File: src/rtl/led_scan_arbiter_pkg.sv
// Shared definitions for the LED scan arbiter: FSM states, LED word layout and
// per-requester field widths.
package led_scan_arbiter_pkg;

    localparam int N_REQ   = 4;
    localparam int IDX_W   = 2;
    localparam int X_W     = 3;
    localparam int Y_W     = 4;
    localparam int LEN_W   = 2;
    localparam int COLOR_W = 2;
    localparam int COL_W   = 4;
    localparam int DWELL_W = 22;
    localparam int BLANK_W = 8;

    localparam int LED_W         = 10;
    localparam int LED_X_LSB     = 0;
    localparam int LED_Y_LSB     = 3;
    localparam int LED_PAD_BIT   = 7;
    localparam int LED_COLOR_LSB = 8;

    typedef enum logic [1:0] {
        ST_IDLE  = 2'd0,
        ST_SCAN  = 2'd1,
        ST_DRAW  = 2'd2,
        ST_BLANK = 2'd3
    } state_t;

    // A column past 7 is clipped to a dark word rather than wrapping to column 0.
    function automatic logic [LED_W-1:0] pixel_word(
        input logic [COLOR_W-1:0] color,
        input logic [Y_W-1:0]     y,
        input logic [X_W-1:0]     x,
        input logic [LEN_W-1:0]   pix
    );
        logic [COL_W-1:0] col;
        logic [LED_W-1:0] word;
        col  = COL_W'(x) + COL_W'(pix);
        word = '0;
        if (!col[X_W]) begin
            word[LED_X_LSB +: X_W]         = col[X_W-1:0];
            word[LED_Y_LSB +: Y_W]         = y;
            word[LED_PAD_BIT]              = 1'b0;
            word[LED_COLOR_LSB +: COLOR_W] = color;
        end
        return word;
    endfunction

endpackage

File: src/rtl/led_scan_arbiter_dwell_timer.sv
// Dwell timer: counts 0..DWELL-1 while enabled, flags the last cycle of each slot.
module scan_dwell_timer
    import led_scan_arbiter_pkg::*;
#(
    parameter int DWELL = 2000
) (
    input  logic CLK,
    input  logic RSTn,
    input  logic restart,
    output logic tc
);

    logic [DWELL_W-1:0] cnt_q;
    logic [DWELL_W-1:0] cnt_d;
    logic               at_end;

    assign at_end = (cnt_q == DWELL_W'(DWELL - 1));
    assign tc     = at_end && !restart;

    always_comb begin
        cnt_d = cnt_q + DWELL_W'(1);
        if (restart || at_end) begin
            cnt_d = '0;
        end
    end

    always_ff @(posedge CLK or negedge RSTn) begin
        if (!RSTn) begin
            cnt_q <= '0;
        end else begin
            cnt_q <= cnt_d;
        end
    end

endmodule

File: src/rtl/led_scan_arbiter.sv
// Round-robin sprite scanner: visits requesters 0..3 once per frame, draws each
// sprite pixel for DWELL cycles, then blanks the display before the next frame.
module led_scan_arbiter
    import led_scan_arbiter_pkg::*;
#(
    parameter int DWELL       = 2000,
    parameter int BLANK_SLOTS = 8
) (
    input  logic                     CLK,
    input  logic                     RSTn,
    input  logic                     en,
    input  logic [N_REQ-1:0]         req_valid,
    input  logic [N_REQ*X_W-1:0]     req_x,
    input  logic [N_REQ*Y_W-1:0]     req_y,
    input  logic [N_REQ*LEN_W-1:0]   req_len,
    input  logic [N_REQ*COLOR_W-1:0] req_color,
    output logic [N_REQ-1:0]         req_ack,
    output logic [LED_W-1:0]         LEDout,
    output logic                     frame_start,
    output logic                     busy
);

    state_t               state_q, state_d;
    logic [IDX_W-1:0]     idx_q, idx_d;
    logic [LEN_W-1:0]     pix_q, pix_d;
    logic [BLANK_W-1:0]   blank_q, blank_d;
    logic [X_W-1:0]       x_q, x_d;
    logic [Y_W-1:0]       y_q, y_d;
    logic [LEN_W-1:0]     len_q, len_d;
    logic [COLOR_W-1:0]   color_q, color_d;
    logic [N_REQ-1:0]     ack_q, ack_d;
    logic [LED_W-1:0]     led_q, led_d;
    logic                 frame_start_q, frame_start_d;
    logic                 busy_q, busy_d;
    logic                 enter_scan;
    logic                 last_req;
    logic                 restart;
    logic                 tc;

    assign restart  = !((state_q == ST_DRAW) || (state_q == ST_BLANK));
    assign last_req = (idx_q == IDX_W'(N_REQ - 1));

    scan_dwell_timer #(
        .DWELL(DWELL)
    ) u_timer (
        .CLK    (CLK),
        .RSTn   (RSTn),
        .restart(restart),
        .tc     (tc)
    );

    // Outputs are computed from the next state so the ack lands in the SCAN
    // cycle and the first pixel in the cycle right after it.
    always_comb begin
        state_d    = state_q;
        idx_d      = idx_q;
        pix_d      = pix_q;
        blank_d    = blank_q;
        enter_scan = 1'b0;

        case (state_q)
            ST_IDLE: begin
                if (en) begin
                    state_d    = ST_SCAN;
                    idx_d      = '0;
                    enter_scan = 1'b1;
                end
            end
            ST_SCAN: begin
                if (|ack_q) begin
                    state_d = ST_DRAW;
                    pix_d   = '0;
                end else if (last_req) begin
                    state_d = ST_BLANK;
                    blank_d = '0;
                end else begin
                    idx_d      = idx_q + IDX_W'(1);
                    enter_scan = 1'b1;
                end
            end
            ST_DRAW: begin
                if (tc) begin
                    if (pix_q != len_q) begin
                        pix_d = pix_q + LEN_W'(1);
                    end else if (last_req) begin
                        state_d = ST_BLANK;
                        blank_d = '0;
                    end else begin
                        state_d    = ST_SCAN;
                        idx_d      = idx_q + IDX_W'(1);
                        enter_scan = 1'b1;
                    end
                end
            end
            ST_BLANK: begin
                if (tc) begin
                    if (blank_q != BLANK_W'(BLANK_SLOTS - 1)) begin
                        blank_d = blank_q + BLANK_W'(1);
                    end else if (en) begin
                        state_d    = ST_SCAN;
                        idx_d      = '0;
                        enter_scan = 1'b1;
                    end else begin
                        state_d = ST_IDLE;
                    end
                end
            end
            default: state_d = ST_IDLE;
        endcase

        ack_d   = '0;
        x_d     = x_q;
        y_d     = y_q;
        len_d   = len_q;
        color_d = color_q;
        if (enter_scan && req_valid[idx_d]) begin
            ack_d[idx_d] = 1'b1;
            x_d          = req_x[idx_d*X_W +: X_W];
            y_d          = req_y[idx_d*Y_W +: Y_W];
            len_d        = req_len[idx_d*LEN_W +: LEN_W];
            color_d      = req_color[idx_d*COLOR_W +: COLOR_W];
        end

        frame_start_d = enter_scan && (idx_d == '0);
        busy_d        = (state_d != ST_IDLE);
        led_d         = (state_d == ST_DRAW) ? pixel_word(color_q, y_q, x_q, pix_d) : '0;
    end

    always_ff @(posedge CLK or negedge RSTn) begin
        if (!RSTn) begin
            state_q       <= ST_IDLE;
            idx_q         <= '0;
            pix_q         <= '0;
            blank_q       <= '0;
            x_q           <= '0;
            y_q           <= '0;
            len_q         <= '0;
            color_q       <= '0;
            ack_q         <= '0;
            led_q         <= '0;
            frame_start_q <= 1'b0;
            busy_q        <= 1'b0;
        end else begin
            state_q       <= state_d;
            idx_q         <= idx_d;
            pix_q         <= pix_d;
            blank_q       <= blank_d;
            x_q           <= x_d;
            y_q           <= y_d;
            len_q         <= len_d;
            color_q       <= color_d;
            ack_q         <= ack_d;
            led_q         <= led_d;
            frame_start_q <= frame_start_d;
            busy_q        <= busy_d;
        end
    end

    assign req_ack     = ack_q;
    assign LEDout      = led_q;
    assign frame_start = frame_start_q;
    assign busy        = busy_q;

endmodule

File: config.mk
export PLATFORM = sky130hd
export DESIGN_NAME = led_scan_arbiter
export DESIGN_NICKNAME = d
export VERILOG_FILES = /design/src/rtl/led_scan_arbiter_pkg.sv /design/src/rtl/led_scan_arbiter_dwell_timer.sv /design/src/rtl/led_scan_arbiter.sv
export SDC_FILE = /design/constraint.sdc
export NUM_CORES = 1
export LEC_CHECK = 0
export CAP_MARGIN = 20
export CORE_ASPECT_RATIO = 1.5
export CORE_UTILIZATION = 57
export DETAILED_ROUTE_END_ITERATION = 8
export PLACE_DENSITY_LB_ADDON = 0.05
export RECOVER_POWER = 100
export SLEW_MARGIN = 15
export SYNTH_ARGS = -nofsm -noshare
export SYNTH_HDL_FRONTEND = slang
export SYNTH_SLANG_ARGS = --single-unit
File: constraint.sdc
create_clock -name CLK -period 10.11 [get_ports CLK]
set_clock_uncertainty 0.05 [all_clocks]
set_input_delay 3.033 -clock CLK [delete_from_list [all_inputs] [get_ports CLK]]
set_output_delay 3.033 -clock CLK [all_outputs]
set_load 0.02 [all_outputs]
* Word-level counts from Yosys, hierarchy flattened
Cells that the tools add are included.
** Cells by class
- $lt $le $gt $ge :: 2
- Reduce and logical (&&, ||, !) cells :: 13
- $add $sub $neg :: 5
- Multiplexer cells :: 45
- Equal/unequal tests :: 13
- Shift-type cells :: 4
- Multipliers :: 1
** Operator list (count)
- 2-to-1 mux 8 bit :: 6
- 2-to-1 mux 2 bit :: 18
- one-hot mux 8 bit (3 select lines) :: 1
- adder 22 x 1 -> 22 bit, second input constant :: 1
- equality test 22 x 11 -> 1 bit, second input constant :: 1
- 2-to-1 mux 22 bit :: 1
- 2-to-1 mux 10 bit :: 2
- one-hot mux 2 bit (4 select lines) :: 2
- variable part select 16 x 5 -> 4 bit :: 1
- variable part select 8 x 4 -> 2 bit :: 2
- variable part select 12 x 5 -> 3 bit :: 1
- 2-to-1 mux 1 bit :: 10
- adder 8 x 1 -> 8 bit, second input constant :: 1
- equality test 2 bit, second input constant :: 4
- inequality test 2 bit, second input constant :: 4
- inequality test 8 x 3 -> 1 bit, second input constant :: 1
- AND reduction 6 bit :: 1
- adder 2 x 1 -> 2 bit, second input constant :: 2
- adder 3 x 2 -> 4 bit :: 1
- logical AND 1 bit :: 4
- zero test 2 bit :: 2
- multiplier 2 x 2 -> 4 bit, second input constant :: 1
- 2-to-1 mux 4 bit :: 1
- one-hot mux 1 bit (4 select lines) :: 1
- 13 further kinds :: 14
** Storage, ports and cells
- Word-level logic and storage cells :: 96
- Output and inout bits :: 16
- Input port bits :: 51
- Register bits :: 63

* Logic depth before layout (Yosys ltp)
- Depth after elaboration :: 10
- Depth in mapped cells :: 12
- Depth with buffers taken out :: 12

* By module
From an unflattened synthesis, not the netlist that was laid out.
** Second synthesis, totals
- Cell total of the unflattened synthesis :: 370
- Area total of the unflattened synthesis :: 3643.5 µm²
** Modules (own cells, without submodules)
- led_scan_arbiter :: cells each 252, area an instance 2524.9 µm², seq. area each 1001.0 µm², instances 1
- scan_dwell_timer :: cells each 118, area an instance 1118.6 µm², seq. area each 550.5 µm², instances 1

* Worst setup path after synthesis
Ideal clock, no wire load.
- Kind :: input to register
- Start :: input port en
- End :: register color_q[0]
- Slack :: 5.029 ns
- Path buffers :: 1
- Stages :: 8
- Arrival :: 4.906 ns
- Required time :: 9.935 ns
- Setup time :: 0.125 ns
- Cell sequence :: nor4b_1 -> nand2_1 -> o31a_1 -> o311ai_4 -> nand3_1 -> o22ai_2 -> buf_6 -> mux2_4
** Between the ends
- Cells in the longest elaborated chain, start to end :: 7
- Elaborated cells on any way between the ends :: 12
- Those cells by class :: shift: 1; mux: 10; reduce/logical: 1
** RTL lines
- start, declared :: RTL line led_scan_arbiter.sv:11 : input logic en,
- 2-to-1 mux 2 bit :: RTL line led_scan_arbiter.sv:63, led_scan_arbiter.sv:99
- 2-to-1 mux 2 bit :: RTL line led_scan_arbiter.sv:97 : if (blank_q != BLANK_W'(BLANK_SLOTS - 1)) begin
- 2-to-1 mux 2 bit :: RTL line led_scan_arbiter.sv:96 : if (tc) begin
- one-hot mux 2 bit (4 select lines) :: RTL line led_scan_arbiter.sv:61 : case (state_q)
- binary-select mux 1 bit (select 2 bit) :: RTL line led_scan_arbiter.sv:116 : if (enter_scan && req_valid[idx_d]) begin
- 2-to-1 mux 1 bit (implied by the code) :: RTL line led_scan_arbiter.sv:116
- logical AND 1 bit :: RTL line led_scan_arbiter.sv:116
- end signal, assigned :: RTL line led_scan_arbiter.sv:151 : color_q <= color_d;
- end, declared :: RTL line led_scan_arbiter.sv:30 : logic [COLOR_W-1:0] color_q, color_d;
Several ways; a longest one is shown, not always the timed one. The select of a mux whose other input is x is not followed.
A chain may end at the register's enable or synchronous reset.

* Worst setup path after layout
- Start :: input port en
- End :: register x_q[2]
** Between the ends
- Cells in the longest elaborated chain, start to end :: 7
- Elaborated cells on any way between the ends :: 13
- Those cells by class :: mul: 1; shift: 1; mux: 10; reduce/logical: 1
** RTL lines
- parallel branches: the longest is 7 deep, another holds multiplier 2 x 2 -> 4 bit
- end signal, assigned :: RTL line led_scan_arbiter.sv:135 : x_q <= '0;
- end signal, assigned :: RTL line led_scan_arbiter.sv:148 : x_q <= x_d;
- end, declared :: RTL line led_scan_arbiter.sv:27 : logic [X_W-1:0] x_q, x_d;
Parallel ways; which one is timed is not known. The select of a mux whose other input is x is not followed.

==> metrics <==
worst hold slack after final layout 0.4411 ns; average routed wire per standard cell 16.46 µm; clk slew on worst S/H paths 0.08 ns; endpoints failing hold 0; number of antenna diodes 0; min Tclk post-route 6.867 ns; clock latency on the worst-skew pair 0.34 ns; post-CTS repair timing setup buffer count 0; chip width slightly below 70 µm; count of final setup violators 0; CTS hold repair buffers 0; Post-Synthesis Cells about 390; critical path, cell by cell dlygate4sd3_1, nor4b_1, nor4b_1, nand3_1, nand2_1, a311oi_1, o22ai_1, mux2_1; Initial DRT Pass Iterations 5; count of distinct cell types in the synthesized netlist 59; max incr delay on CP 1.18 ns; proportion of synthesized flip-flops having asynchronous set or reset 1.000; ratio of final minimum period to clock period 0.6792; Critical Path Fanout Max 25; Setup Slack @ Placement roughly 3.5 ns; met2 Resource Use GR 0.4874; leading post-synthesis cells by cell area dfrtp_1 42%, a32oi_1 5.7%, o21ai_0 4.7%; transition time at the pin with the least slew margin 3.187 ns; final number of max-transition violations 77; Top Usage Layer GRT met2; Critical Path Start Type primary input; worst vdd ir 0.00005519 V; depth of the worst hold-timing path 1; Clock Tree Buf Depth 2; dominant combinational cell family by area after synthesis simple AND/OR/NAND/NOR gates; Max-Cap Viols 2; setup TNS 0 ns; Fmax achieved between 0.1 and 0.15 GHz; post-CTS sizing 0; largest net degree at the start of global routing 63; Simple-Gate Fraction of Synth Area 0.2123; Placer Congestion 0.8363; number of primary I/O pins 67; clk sinks 62; reg2reg path depth 7; Worst Hold Class reg -> reg; sequential-to-total area share from yosys stat 0.4179; starting density of the core 0.5970; net count reported at finish 509; DR iter-0 viols 246; CP max stage cell o22ai_1; r2r setup slk 5.36 ns; arrival time at the worst endpoint 7.03 ns; count of flip-flops with a built-in enable after synthesis 0; area share of xor/xnor cells in the synthesized design 0.05426; Die Outline Area between 0.006 and 0.007 mm²; Remaining Overflow, GRT 0; element type at the critical path end flop; startpoint-to-endpoint class of the critical path in -> reg; number of port buffers 65; complex-gate fraction of the synthesized area 0.2016; count of warnings emitted by yosys 0; number of H-tree branching levels 3; Global Route met3 Usage 0.04638; Avg Inst Size Synth 9.494 µm²; violations in the final reports capacitance limit, slew limit; Critical Path RT 10.27 ns; GR Util met1 0.3197; count of standard-cell rows 35; setup ws final about 3.2 ns; family with the most delay on the worst path simple AND/OR/NAND/NOR gates; setup repair after global routing missed its margin no; most frequent cell on the critical path nor4b_1; wire length of the first global-routing pass 14.43 mm; CTS tree yes; CP Buf/Inv Count 1; Vias/cell between 6 and 7; HP Start u_timer.cnt_q[0]; Power Dens Cells 108.4 mW/mm²; Crit Reg-Reg Endpoint x_q[2]; share of post-route cells with drive strength above 1 0.06608; static leakage power 0.001950 µW; number of design rule violations left after detail routing 0; share of Yosys cell area claimed by the top area cell type 0.4179; prevailing post-synth register cell dfrtp_1; placeable core region approximately 0.0062 mm²; portion of netlist area occupied by mux cells 0.04044; post-synthesis cell area 0.003712 mm²; slew margin rel. -1.125; growth of design area from synthesis to finish 22.41%; detailed-placement wirelength estimate about 6.3 mm; Clk Tree Root Cell clkbuf_8; vertical extent of the die 100.8 µm; vias in the first global route 3164; cell area after placement 0.004377 mm²; WHS Endpoint u_timer.cnt_q[0]; total length of routed wires between 8 and 9 mm; Finished Cell Area 0.004544 mm²; clock buffers created by TritonCTS 9; r2r startpoint u_timer.cnt_q[5]; number of nets produced by synthesis 451; vias post-DR 3267; synthesis-stage register bit count 62; library cell with the largest summed area after synthesis dfrtp_1; result of the run complete, but fails checks; number of nets with antenna violations after routing 0; total routing resource utilization after global routing 0.2776; antenna violations before repair 0; final core utilization 0.7308; adder-cell area share of the yosys netlist 0.03236
[worst max path at each step]
| stage | from | to | slack [ns] | depth (start not counted) |
|---|---|---|---|---|
| finish | en | x_q[2] | 3.24 | 8 |
| global placement | en | x_q[2] | 3.64 | 8 |
| global route | en | x_q[2] | 2.89 | 8 |
| CTS | en | x_q[2] | 3.82 | 8 |
| floorplan | en | color_q[0] | 5.03 | 8 |
| detailed placement | en | len_q[1] | 3.53 | 8 |
[state kept, by name (all words and copies together) (netlist names), 2 cells and up]
name           count
len_q              2
pix_q              2
LEDout             9
blank_q            8
u_timer.cnt_q     22
state_q            2
idx_q              2
color_q            2
req_ack            4
y_q                4
x_q                3
[cells in the final DEF, fill, tap and decap left out, types with 9 or more instances in the layout]
| master | netlist | final |
|---|---|---|
| and2_0 | 0 | 9 |
| nand2_1 | 29 | 29 |
| xor2_1 | 11 | 11 |
| nand3_1 | 26 | 26 |
| clkbuf_8 | 0 | 9 |
| dfrtp_1 | 62 | 62 |
| and3_1 | 12 | 12 |
| clkdlybuf4s50_1 | 0 | 48 |
| nor2_1 | 32 | 32 |
| a32oi_1 | 24 | 24 |
| o21ai_0 | 35 | 35 |
| dlygate4sd3_1 | 0 | 16 |
| xnor2_1 | 12 | 12 |
| inv_1 | 16 | 16 |
[Yosys cell counts, types with 3 or more instances]
cell and number:
and2_1 12, a31oi_1 3, o21ai_0 35, nor3_1 8, nand2_1 29, mux2_4 7, clkbuf_1 15, a21oi_1 7
nor2_1 32, nand4_1 5, and3_1 12, nor2b_1 3, inv_1 16, mux2_1 4, dfrtp_1 62, ha_1 8
a32oi_1 24, nor4_1 6, a21o_1 4, nand3_1 26, xnor2_1 12, xor2_1 11, a22o_1 4, nand2b_1 4
[worst reg2reg max path, delay by kind of cell, from the launching register on]
family / cells / cell delay, ns
mux: 1 / 0.41
simple gates: 3 / 1.62
flops: 1 / 0.44
compound gates: 3 / 2.11
[through the flow]
step,power (µW),instances
global route,510.9,528
finish,492.7,528
CTS,496.3,528
detailed placement,282.6,512
global placement,282.2,512
floorplan,257.7,391
[kinds of logic after synthesis]
family	count (synthesis)
simple gates	150
compound gates	99
fa+ha+maj	9
mux	11
xor+xnor	23
buf+inv	36
flops	62
other cells	1
[routing by layer]
metal	up-vias	share of wire
li1	1557	-
met5	-	0
met3	16	0.039
met4	0	0.026
met2	111	0.53
met1	1583	0.40
[power breakdown]
part	internal [µW]	switching (µW)
registers	248	0
logic	18.9	10.4
clock network	114	102
[cell type report]
cell class | count | area [µm²]
well taps | 74 | 92.59
fillers | 485 | 1674
clock buffers | 9 | 123.9
repair buffers | 67 | 653.1
clock inverters | 7 | 73.82
inverters | 16 | 60.06
multi-input cells | 293 | 1989
flip-flops and latches | 62 | 1551
(Power assumes the default switching activity.)
==> RTL change (same flow settings) <==
Set the package constant `IDX_W` to 4 (it was 2).
--- a/src/rtl/led_scan_arbiter_pkg.sv
+++ b/src/rtl/led_scan_arbiter_pkg.sv
@@ -4,5 +4,5 @@
 
     localparam int N_REQ   = 4;
-    localparam int IDX_W   = 2;
+    localparam int IDX_W   = 4;
     localparam int X_W     = 3;
     localparam int Y_W     = 4;
Behaviour: same outputs for any inputs over 10 cycles, from zero or initial values and one cycle with RSTn low; that may be too few to reach the edited logic, so the function may still have changed.
==> RTL change against the original RTL <==
The flow still finishes with violations (max-capacitance violations, max-slew violations); wire length fell by 2.5%; final cell count increased by 1.1%; design area increased by 3.2%; sequential share of layout area about the same; sequential cell count grew 2; global-route usage shrank 2.1 points; area after synthesis rose by 4.0%; register-to-register slack got worse by 0.26 ns; synthesized cell count rose by 0.51%; setup slack got worse by 0.022 ns; critical endpoint is now len_q[0].
Power is not compared: it rests on default switching activity, and its combinational part moved more than twofold at a synthesized area within 25%.
==> RTL change: results (changes against the original RTL) <==
.. list-table::
   :header-rows: 1

   * - Metric
     - Value
   * - Met2 wire length
     - 4348 um (was 4634 um)
   * - Total iterations of the first detailed-routing run
     - 4 (was 5)
   * - Met2 track demand over resource in global routing
     - 45.41% (was 48.74%)
   * - Synthesized-area fraction occupied by ao, oa, aoi and oai cells
     - 15.85% (was 20.16%)
   * - Cell count after synthesis
     - 393 (was 391)
   * - Count of pins over their slew limit
     - 92 (was 77)
   * - Worst slew slack as a fraction of its limit
     - -120.5% (was -112.5%)
   * - Sum of met3 wire segment lengths after detailed routing
     - 389 um (was 340 um)
   * - Max-cap check violation count
     - 2 (unchanged)
   * - Arrival time of the worst setup path
     - 7.07 ns (was 7.03 ns)
   * - Mux share of post-synthesis cell area
     - 7.423% (was 4.044%)
   * - Setup Slack @ Placement
     - 4.121 ns (was 3.532 ns)
   * - Nets in the synthesized netlist
     - 454 (was 451)
   * - Fraction of synthesized cell area in xor and xnor cells
     - 5.446% (was 5.426%)
   * - Wire length of the first global-routing pass
     - 14210 um (was 14430 um)
   * - Violated checks
     - max-capacitance violations, max-slew violations (unchanged)
   * - Result of the run
     - finished with violations (unchanged)
   * - Highest net fanout along the worst path
     - 26 (was 25)
   * - Wl on met1
     - 3526 um (was 3488 um)
   * - Final std cells w/o fill
     - 534 (was 528)
   * - Crit-path leading delay family
     - compound AO/OA/AOI/OAI gates (was simple AND/OR/NAND/NOR gates)
   * - Library cell contributing the largest single delay on the critical path
     - sky130_fd_sc_hd__a31oi_1 (was sky130_fd_sc_hd__o22ai_1)
   * - Average detailed-routed wire length per instance
     - 15.88 um (was 16.46 um)
   * - Cell count after placement
     - 518 (was 512)
   * - Largest stage delay on the critical path
     - 1.35 ns (was 1.18 ns)
   * - Layout fillers
     - 517 (was 485)
RTL change: changes by cell type after synthesis, sizes merged, moves of 13 or more:
cell | unedited run | this run
nand2 | 29 | 45
nand3 | 26 | 13
o21ai | 36 | 18
a32oi | 24 | 2
a21oi | 7 | 22
mux2i | 0 | 14
RTL change: final cells by class:
type	count	share of cell area (%)
clock buffers	9	2.641
clock inverters	7	2.561
inverters	12	1.014
multi-input cells	300	43.76
flip-flops and latches	64	34.15
well taps	76	2.028
repair buffers	66	13.85
RTL change: final timing paths:
check | from | to | slack, ns | cells after the start
setup / recovery | en | len_q[0] | 3.22 | 8
hold / removal | u_timer.cnt_q[0] | u_timer.cnt_q[0] | 0.41 | 1
setup reg to reg | u_timer.cnt_q[5] | len_q[0] | 5.10 | 8
hold reg to reg | u_timer.cnt_q[0] | u_timer.cnt_q[0] | 0.41 | 1
max in group asynchronous | RSTn | req_ack[3] | 4.32 | 2
min in group asynchronous | RSTn | u_timer.cnt_q[8] | 3.84 | 2
